<file path="src/rtl/hazard_controller.sv">
// hazard_controller: pipeline stall/flush control for load-use, branches, multi-cycle ops and memory waits
module hazard_controller #(
    parameter int MUL_LATENCY = 4
) (
    input  logic        clk,
    input  logic        rst_n,
    input  logic [4:0]  id_rs1,
    input  logic [4:0]  id_rs2,
    input  logic        id_uses_rs1,
    input  logic        id_uses_rs2,
    input  logic [4:0]  ex_rd,
    input  logic        ex_memread,
    input  logic        ex_branch_taken,
    input  logic        ex_is_mul,
    input  logic        mem_req,
    input  logic        mem_ready,
    output logic        pc_en,
    output logic        ifid_en,
    output logic        idex_en,
    output logic        exmem_en,
    output logic        ifid_flush,
    output logic        idex_flush,
    output logic        exmem_flush,
    output logic        mul_start,
    output logic        state,
    output logic [31:0] stall_cycles
);
    typedef enum logic {RUN = 1'b0, MUL_WAIT = 1'b1} state_t;
    state_t      state_q, state_d;
    logic [3:0]  mul_cnt_q, mul_cnt_d;
    logic [31:0] stall_q, stall_d;
    logic        mem_stall, mul_go, mul_hold, adv, load_use, br, lu;
    always_comb begin
        mem_stall   = mem_req & ~mem_ready;
        mul_go      = ~mem_stall & (state_q == RUN) & ex_is_mul;
        mul_hold    = ~mem_stall & (state_q == MUL_WAIT) & (mul_cnt_q != 4'd0);
        adv         = ~mem_stall & ~mul_go & ~mul_hold;
        load_use    = ex_memread & (ex_rd != 5'd0) &
                      ((id_uses_rs1 & (id_rs1 == ex_rd)) | (id_uses_rs2 & (id_rs2 == ex_rd)));
        br          = adv & ex_branch_taken;
        lu          = adv & ~ex_branch_taken & load_use;
        pc_en       = adv & ~lu;
        ifid_en     = adv & ~lu;
        idex_en     = adv;
        exmem_en    = ~mem_stall;
        ifid_flush  = br;
        idex_flush  = br | lu;
        exmem_flush = mul_go | mul_hold;
        mul_start   = mul_go & rst_n;
        state_d     = mem_stall ? state_q : (mul_go | mul_hold) ? MUL_WAIT : RUN;
        // counter keeps draining during memory stalls so the release lands on the first ready cycle
        mul_cnt_d   = mul_go ? 4'(MUL_LATENCY - 2) : (mul_cnt_q != 4'd0) ? mul_cnt_q - 4'd1 : 4'd0;
        stall_d     = (~pc_en & ~&stall_q) ? stall_q + 32'd1 : stall_q;
    end
    always_ff @(posedge clk or negedge rst_n) begin
        if (!rst_n) begin
            state_q   <= RUN;
            mul_cnt_q <= 4'd0;
            stall_q   <= 32'd0;
        end else begin
            state_q   <= state_d;
            mul_cnt_q <= mul_cnt_d;
            stall_q   <= stall_d;
        end
    end
    assign state        = state_q;
    assign stall_cycles = stall_q;
endmodule

</file>
<file path="config.mk">
export PLATFORM = sky130hd
export DESIGN_NAME = hazard_controller
export DESIGN_NICKNAME = d
export VERILOG_FILES = /design/src/rtl/hazard_controller.sv
export SDC_FILE = /design/constraint.sdc
export NUM_CORES = 1
export LEC_CHECK = 0
export CAP_MARGIN = 0
export CORE_MARGIN = 2
export CORE_UTILIZATION = 45
export CTS_BUF_LIST = sky130_fd_sc_hd__clkbuf_16
export DETAILED_ROUTE_END_ITERATION = 16
export GPL_TIMING_DRIVEN = 0
export PLACE_DENSITY_LB_ADDON = 0.08
export RECOVER_POWER = 50
export SYNTH_ARGS = -nofsm -noshare
export SYNTH_HDL_FRONTEND = slang
export SYNTH_SLANG_ARGS = --single-unit
</file>
<file path="constraint.sdc">
create_clock -name clk -period 4.6 [get_ports clk]
set_input_delay 0.92 -clock clk [delete_from_list [all_inputs] [get_ports clk]]
set_output_delay 0.92 -clock clk [all_outputs]
set_load 0.01 [all_outputs]
</file>
==> flow_metrics.tcl, run 1 <==
set metrics [dict create \
    cpMaxStageDelayCell "or4_1" \
    worstSetupPathType "input pin to primary output" \
    final_net_count 305 \
    mappedNetlistArea_um2 2080 \
    syn_inst 209 \
    max_freq_mhz 244 \
    detailroute.via_count 1777 \
    finalCritPeriodShare_pct 89.0 \
    estimated_wirelength_of_the_detail_placed_design_mm 3.49 \
    crit_path_end_kind "primary output" \
    initial_antenna_violation_count 0 \
    worst_slew_margin_rel_pct 44.6 \
    worst_setup_hold_path_clk_slew_ps 50 \
    floorplan.rows 24 \
    synth_top_area_share_pct 44.4 \
    post_cts_buffers 0 \
    first_global_vias 1689 \
    asyncSetResetFlopFracSynth_pct 100 \
    yosys_register_bits 37 \
    grt_overflow_total 0 \
    r2r-end "stall_cycles[1]" \
    post_synthesis_to_final_layout_area_growth_pct 41.4 \
    fin_worst_skew_ps 5.16 \
    clock_tree_from_tritoncts "yes" \
    worst_setup_path_start_kind "input pin" \
    die_x_um 72.0 \
    p_per_area_nw_per_um2 514 \
    worstMarginPinSlew_ps 831 \
    ctsRootBufferMaster "clkbuf_16" \
    yosysWarnings 0 \
    max_cap_viol_count 0 \
    top_cells_by_instance_count_after_synthesis "37 x dfrtp_1, 27 x xor2_1, 17 x nand2_1" \
    report.final.slew_viol_count 0 \
    insertion_delay_ps 280 \
    finalHoldViolCount 0 \
    power_total_w 0.00152 \
    timing.final.setup_violations 0 \
    finalHoldWorstSlack_ps 493 \
    vertical_extent_of_the_die_um 72.0 \
    syn-mean-instance-area_um2 9.97 \
    synth-edff-count 0 \
    cts_resized 0 \
    dieArea_um2 5190 \
    timing.hold.worst.class "flip-flop to flip-flop" \
    critical_path.endpoint "pc_en" \
    drtPass1Iterations 4 \
    yosys.cell_types.count 40 \
    htree_levels 2 \
    setup_tns_ps 0 \
    cts-buffers-inserted 5 \
    run_status "complete, no violations" \
    final.min_clock_period_ps 4100 \
    ios 65 \
    clockBufferDepth 2 \
    cp_cell_sequence "clkdlybuf4s50_1 > or4_1 > o21a_1 > a21oi_1 > buf_4 > clkdlybuf4s50_1" \
    vias_per_cell 5.34 \
    r2r_start "stall_cycles[0]" \
    groute.usage.overall_pct 18.6 \
    grt_start_max_net_pins 39 \
    ant_nets 0 \
    initial_util_pct 47.2 \
    worstPathMaxFanout 3 \
    r2r.worst_path.cells 7 \
    gpl.final_weighted_congestion 0.766 \
    hold_depth 1 \
    critical-path-top-cell-by-count "clkdlybuf4s50_1" \
    drt_iter0_markers 145 \
    critPathArrivalTime_ps 3180 \
    critPathRequiredTime_ps 3680 \
    number_of_antenna_repair_diodes 0 \
    register_area_share_after_synthesis_pct 44.4 \
    critical-path-max-stage-delay_ps 580 \
    crit_start "ex_rd[1]" \
    synth.area.top_cells "dfrtp_1 44%, xor2_1 11%, xnor2_1 6.3%" \
    port_buffers 64 \
    routedWlPerCell_um 14.0 \
    final_core_utilization_pct 66.8 \
    grt_first_pass_wirelength_mm 7.60 \
    clock-sinks 37 \
    core_area_um2 4410 \
    cts.hold.buffers_added 0 \
    worst-r2r-setup-slack_ps 2350 \
    grt_setup_unrepaired "false" \
    yosysMostFrequentCell "dfrtp_1" \
    biggest_area_consumer_among_synthesized_cells "dfrtp_1" \
    leakage_nw 1.21 \
    drt_drc_violations_left 0 \
    drive_gt1_share_pct 10.7 \
    detail_route.wirelength_mm 4.67 \
    most_used_dff_post_synth "dfrtp_1" \
    synth_fp_nets 234 \
    power.ir.vdd_worst_uv 266 \
]
==> placed cells by master, fill, tap and decap left out, types with 2 or more instances in the layout <==
cell type and instances:
nor4_2 2, nor3_2 2, o21ai_0 2, nand2_1 17, and2_1 2, and3_1 4
nand3_1 15, inv_1 7, nor2b_1 3, nor4_1 5, a21oi_1 3, nor2_2 8
o21a_1 2, xnor2_1 15, buf_6 3, clkdlybuf4s50_1 47, clkbuf_16 5, nor2_1 14
nand4_1 9, nor3_1 13, dfrtp_1 37, dlygate4sd3_1 16, xor2_1 27
==> registers in the layout (all words and copies together), names as in the netlist <==
signal and count:
mul_cnt_q 4, state 1, stall_cycles 32
==> how the worst min path moves through the flow <==
stage / from / end / slack (ps)
floorplan: mul_cnt_q[0] / mul_cnt_q[0] / 500
global placement: stall_cycles[30] / stall_cycles[30] / 480
detailed placement: stall_cycles[27] / stall_cycles[27] / 490
CTS: stall_cycles[30] / stall_cycles[30] / 500
global route: stall_cycles[27] / stall_cycles[27] / 510
finish: stall_cycles[27] / stall_cycles[27] / 490
==> cell type report <==
| class | count | area, um2 |
|---|---|---|
| fillers | 361 | 1470 |
| flip-flops and latches | 37 | 926 |
| repair buffers | 64 | 636 |
| well taps | 52 | 65.1 |
| inverters | 7 | 28.8 |
| clock inverters | 3 | 37.5 |
| clock buffers | 5 | 125 |
| plain buffers | 5 | 45.0 |
| multi-input cells | 160 | 1080 |
==> worst max-delay path, delay by kind of cell <==
kind | cells | cell delay (ps)
buf+inv | 3 | 1160
simple gates | 1 | 580
compound gates | 2 | 520
==> power by group <==
| group | leakage [nW] | internal [W] | total (W) | switching [W] |
|---|---|---|---|---|
| clock | 0.0826 | 0.000252 | 0.000376 | 0.000124 |
| sequential | 0.447 | 0.000406 | 0.000510 | 0.000104 |
| combinational | 0.682 | 0.000325 | 0.000630 | 0.000305 |
| total | 1.21 | 0.000982 | 0.00152 | 0.000533 |
==> metrics by stage <==
step	area, um2	setup slack [ps]	std cells
finish	2950	504	333
global route	2950	444	333
global placement	2790	229	325
CTS	2950	523	333
detailed placement	2780	542	325
floorplan	2080	1560	209
==> kinds of logic (layout without fill, tap and decap cells) <==
kind of cell / Yosys count / count (layout) / share of synthesized area, %
AND/OR/NAND/NOR: 102 / 102 / 27.9
XOR/XNOR: 42 / 42 / 17.7
flip-flops: 37 / 37 / 44.4
AO/OA/AOI/OAI: 14 / 14 / 5.35
buffers and inverters: 12 / 84 / 3.54
adder cells (fa/ha/maj): 1 / 1 / 0.601
multiplexers: 1 / 1 / 0.541
==> metal layers <==
metal,track usage (%),share of wire (%)
met1,24.0,44
met2,31.0,48
met3,4.86,6.4
met4,5.66,1.2
met5,0,0
No activity file was read; power rests on OpenSTA's default activity.
==> run 2, diff against run 1 <==
--- a/config.mk
+++ b/config.mk
@@ -11,6 +11,7 @@
 export CTS_BUF_LIST = sky130_fd_sc_hd__clkbuf_16
 export DETAILED_ROUTE_END_ITERATION = 16
 export GPL_TIMING_DRIVEN = 0
+export MAX_ROUTING_LAYER = met4
 export PLACE_DENSITY_LB_ADDON = 0.08
 export RECOVER_POWER = 50
 export SYNTH_ARGS = -nofsm -noshare
==> run 2 against run 1 <==
Compared with the run above: fmax hardly changed; critical path depth stayed put; die area stayed put; worst setup slack better by 0.78 ps; wire length is 0.26% lower; global-route usage is 0.53 points higher; register-to-register slack hardly changed.
==> flow_metrics.tcl, run 2 (synthesis gave the netlist of run 1 again) <==
set metrics [dict create \
    setup_tns_ps 0 \
    clockBufferDepth 2 \
    int_pwr_w 0.000982 \
    highest_count_cells_in_the_layout_ignoring_fill_and_taps "47 x clkdlybuf4s50_1, 37 x dfrtp_1, 27 x xor2_1, 17 x nand2_1, 16 x dlygate4sd3_1" \
    cpMaxStageDelayCell "or4_1" \
    worstMarginPinSlew_ps 826 \
    layout.cells.most_common "clkdlybuf4s50_1" \
    detailroute.via_count 1787 \
    final.min_clock_period_ps 4100 \
    numPlacedInstances 325 \
    dpl-instance-area_um2 2780 \
    cp_cell_sequence "clkdlybuf4s50_1 > or4_1 > o21a_1 > a21oi_1 > buf_4 > clkdlybuf4s50_1" \
    dieArea_um2 5190 \
    vias_per_cell 5.37 \
    r2r_start "stall_cycles[0]" \
    drt_iter0_markers 130 \
    worst_setup_hold_path_clk_slew_ps 50 \
    core_area_um2 4410 \
    ios 65 \
    insertion_delay_ps 280 \
    finalHoldViolCount 0 \
    timing.hold.worst.class "flip-flop to flip-flop" \
    critPathRequiredTime_ps 3680 \
    grt_overflow_total 0 \
    cts_resized 0 \
    post-route-worst-setup-slack_ps 505 \
    htree_levels 2 \
    critical-path-top-cell-by-count "clkdlybuf4s50_1" \
    routedWlPerCell_um 14.0 \
    first_global_vias 1688 \
    pwr-share-clk_pct 24.7 \
    cts-buffers-inserted 5 \
    grt_first_pass_wirelength_mm 7.58 \
    drtPass1Iterations 4 \
    power.combinational.fraction_pct 41.6 \
    postLayoutCellArea_um2 2950 \
    instances_no_fill 333 \
    die_x_um 72.0 \
    fin_worst_skew_ps 4.64 \
    path_delay_family "buffers and inverters" \
    max_freq_mhz 244 \
    final_net_count 305 \
    share_seq_of_total_power_pct 33.7 \
    drive_gt1_share_pct 10.7 \
    pre_cts_slack_ps 542 \
    p_sw_share_pct 35.1 \
    crit_path_end_kind "primary output" \
    worst_slew_margin_rel_pct 44.9 \
    critPathArrivalTime_ps 3180 \
    timing.final.setup_violations 0 \
    report.final.slew_viol_count 0 \
    port_buffers 64 \
    run_status "complete, no violations" \
    clock-sinks 37 \
    grt_setup_unrepaired "false" \
    worstPathMaxFanout 3 \
    grt_start_max_net_pins 39 \
    crit_buf_inv 3 \
    clock_tree_from_tritoncts "yes" \
    finalCritPeriodShare_pct 89.0 \
    cts.hold.buffers_added 0 \
    initial_util_pct 47.2 \
    finalHoldWorstSlack_ps 493 \
    post_synthesis_to_final_layout_area_growth_pct 41.4 \
    number_of_antenna_repair_diodes 0 \
    groute.usage.overall_pct 19.2 \
    worst_hold_startpoint "stall_cycles[27]" \
    initial_antenna_violation_count 0 \
    p_per_area_nw_per_um2 514 \
    detail_route.wirelength_mm 4.66 \
    worstSetupPathType "input pin to primary output" \
    max_cap_viol_count 0 \
    estimated_wirelength_of_the_detail_placed_design_mm 3.49 \
    worst_setup_path_start_kind "input pin" \
    drt_drc_violations_left 0 \
    post_cts_buffers 0 \
    crit_start "ex_rd[1]" \
    critical-path-max-stage-delay_ps 580 \
    largest_register_ff_count 32 \
    gpl.final_weighted_congestion 0.777 \
    net-switching-power_w 0.000531 \
    ctsRootBufferMaster "clkbuf_16" \
    leakage_nw 1.21 \
    ant_nets 0 \
    power.ir.vdd_worst_uv 266 \
    floorplan.rows 24 \
    vertical_extent_of_the_die_um 72.0 \
]
-- run 2: metal layers --
| layer | up-vias | routed length [um] | global-route usage, % |
|---|---|---|---|
| met1 | 840 | 2080 | 24.3 |
| li1 | 868 | - | - |
| met3 | 6 | 275 | 4.03 |
| met4 | 0 | 56 | 5.66 |
| met2 | 73 | 2250 | 31.1 |
| met5 | - | 0 | - |
-- run 2: cell type report --
class                   instances  area, um2
clock buffers                   5        125
plain buffers                   5       45.0
clock inverters                 3       37.5
well taps                      52       65.1
flip-flops and latches         37        926
multi-input cells             160       1080
inverters                       7       28.8
repair buffers                 64        636
fillers                       361       1470
-- run 2: stage by stage --
| step | power (W) | util [%] |
|---|---|---|
| after floorplan | 0.000871 | - |
| after global placement | 0.00115 | 63.2 |
| after detailed placement | 0.00116 | 63.1 |
| after CTS | 0.00154 | 66.8 |
| after global routing | 0.00161 | 66.8 |
| final | 0.00151 | 66.8 |
-- run 2: power groups by stage --
stage	Sequential [W]	Combinational (W)	Clock (W)
floorplan	0.000529	0.000342	0
global placement	0.000513	0.000637	0
detailed placement	0.000515	0.000646	0
CTS	0.000512	0.000649	0.000384
global route	0.000525	0.000687	0.000399
finish	0.000510	0.000630	0.000374
-- run 2: path summary, 6_finish.rpt --
kind | endpoint | slack (ps) | depth (start not counted)
worst max register to register | stall_cycles[1] | 2360 | 7
worst min-delay path | stall_cycles[27] | 490 | 1
worst min register to register | stall_cycles[27] | 490 | 1
worst max-delay path | pc_en | 500 | 6
min in group asynchronous | stall_cycles[23] | 740 | 1
max in group asynchronous | stall_cycles[15] | 3340 | 1
==> run 3, diff against run 2 <==
==> constraint.sdc (replaced) <==
create_clock -name clk -period 4.6 [get_ports clk]
set_input_delay 0.92 -clock clk [delete_from_list [all_inputs] [get_ports clk]]
set_output_delay 0.92 -clock clk [all_outputs]
set_load 0.1 [all_outputs]
==> run 3 against run 2 <==
Compared with the run above: sequential power is essentially flat; combinational power grew 100%; fmax shrank 8.7%; via count shrank 0.50%; non-clock buffer count is the same; cell count is the same; wire length grew 0.90%; sequential cell count is the same; critical path depth shrank 1.
==> flow_metrics.tcl, run 3 (synthesis gave the netlist of run 1 again) <==
set metrics [dict create \
    sequential_standard_cell_area_um2 926 \
    p_sw_share_pct 54.9 \
    crit_path_end_kind "primary output" \
    clock-sinks 37 \
    grt_setup_unrepaired "false" \
    ant_nets 0 \
    run_status "complete, no violations" \
    vertical_extent_of_the_die_um 72.0 \
    insertion_delay_ps 280 \
    vias_per_cell 5.34 \
    critPathRequiredTime_ps 3680 \
    worstPathMaxFanout 3 \
    finalHoldWorstSlack_ps 487 \
    grt_overflow_total 0 \
    report.final.slew_viol_count 0 \
    clockBufferDepth 2 \
    floorplan.rows 24 \
    max_cap_viol_count 0 \
    post_cts_buffers 0 \
    timing.hold.worst.class "flip-flop to flip-flop" \
    drt_iter0_markers 68 \
    number_of_antenna_repair_diodes 0 \
    layout.cells.most_common "clkdlybuf4s50_1" \
    timing.final.setup_violations 0 \
    pwr-share-clk_pct 17.5 \
    ctsRootBufferMaster "clkbuf_16" \
    drtPass1Iterations 4 \
    finalHoldViolCount 0 \
    multi_input_area_um2 1080 \
    groute.usage.overall_pct 20.1 \
    net-switching-power_w 0.00118 \
    cpMaxStageDelayCell "clkdlybuf4s50_1" \
    detail_route.wirelength_mm 4.70 \
    critical-path-max-stage-delay_ps 1160 \
    routedWlPerCell_um 14.1 \
    grt_first_pass_wirelength_mm 8.07 \
    fin_worst_skew_ps 5.07 \
    largest_register_ff_count 32 \
    ios 65 \
    dieArea_um2 5190 \
    die_x_um 72.0 \
    final_net_count 305 \
    leakage_nw 1.21 \
    worst_slew_margin_rel_pct 33.7 \
    htree_levels 2 \
    drive_gt1_share_pct 10.3 \
    core_area_um2 4410 \
    cts-buffers-inserted 5 \
    max_freq_mhz 223 \
    power.combinational.fraction_pct 58.9 \
    worst_setup_hold_path_clk_slew_ps 60 \
    critical-path-top-cell-by-count "clkdlybuf4s50_1" \
    drt_drc_violations_left 0 \
    gpl.final_weighted_congestion 0.801 \
    cp_cell_sequence "clkdlybuf4s50_1 > or4_1 > o21a_1 > a21oi_2 > clkdlybuf4s50_1" \
    finalCritPeriodShare_pct 97.5 \
    detailroute.via_count 1778 \
    int_pwr_w 0.000972 \
    worstMarginPinSlew_ps 991 \
    final.fill_count 386 \
    power.ir.vdd_worst_uv 845 \
    share_seq_of_total_power_pct 23.6 \
    power_total_w 0.00215 \
    first_global_vias 1735 \
    estimated_wirelength_of_the_detail_placed_design_mm 3.45 \
    worstSetupPathType "input pin to primary output" \
    worst-r2r-setup-slack_ps 1880 \
    initial_antenna_violation_count 0 \
    final.min_clock_period_ps 4490 \
    post_synthesis_to_final_layout_area_growth_pct 41.1 \
    highest_count_cells_in_the_layout_ignoring_fill_and_taps "49 x clkdlybuf4s50_1, 37 x dfrtp_1, 27 x xor2_1, 17 x nand2_1" \
    p_per_area_nw_per_um2 733 \
    port_buffers 64 \
    worst_setup_path_start_kind "input pin" \
    grt_start_max_net_pins 39 \
    clock_tree_from_tritoncts "yes" \
    critPathArrivalTime_ps 3570 \
    initial_util_pct 47.2 \
]
run 3: cell count changes in the layout (fill, tap and decap cells not counted), sizes merged:
cell / delta
clkbuf: +1
clkdlybuf4s50: +2
buf: -1
dlygate4sd3: -3
dlymetal6s2s: +1
run 3: final cells by class:
class	instances	area share (%)
Buffer	5	1.28
Clock buffer	5	4.26
Clock inverter	3	1.28
Timing Repair Buffer	64	21.7
Tap cell	52	2.21
Inverter	7	0.979
Sequential cell	37	31.5
Multi-Input combinational cell	160	36.8
run 3: final timing paths:
check / from / endpoint / cells past startpoint
max in group asynchronous: rst_n / stall_cycles[27] / 1
worst max register to register: stall_cycles[8] / stall_cycles[2] / 7
worst min register to register: stall_cycles[30] / stall_cycles[30] / 1
worst max-delay path: ex_rd[1] / ifid_en / 5
worst min-delay path: stall_cycles[30] / stall_cycles[30] / 1
min in group asynchronous: rst_n / stall_cycles[9] / 1
run 3: metrics by stage:
step,setup TNS (ps),utilization (%),instance area (um2),std cells,setup slack (ps)
6_report,0,66.6,2940,333,114
5_1_grt,0,66.6,2940,333,11.5
4_1_cts,0,66.8,2950,333,21.3
3_5_place_dp,0,63.2,2790,325,31.0
3_3_place_gp,-350,63.3,2790,325,-350
2_1_floorplan,0,-,2090,209,680
run 3: critical path, delay by kind of cell:
family	cells	cell delay, ps
AO/OA/AOI/OAI	2	420
AND/OR/NAND/NOR	1	580
buffers and inverters	2	1640
run 3: what timing repair did:
item                                    4_1_cts  5_1_grt
resized for setup                             0        1
hold buffers                                  0        0
endpoints found under the setup margin        0        1
run 3: power groups by stage:
stage,registers (W),clock network [W],logic (W)
after CTS,0.000511,0.000382,0.00130
after global routing,0.000526,0.000401,0.00132
after detailed placement,0.000515,0,0.00129
final,0.000509,0.000377,0.00127
after floorplan,0.000970,0,0.000536
after global placement,0.000514,0,0.00129
run 3: routing by layer:
layer	vias to the layer above	track usage, %	wire [um]
met3	0	5.97	275
met2	62	32.4	2270
met4	0	2.10	0
li1	871	-	-
met1	845	26.3	2150
met5	-	-	0
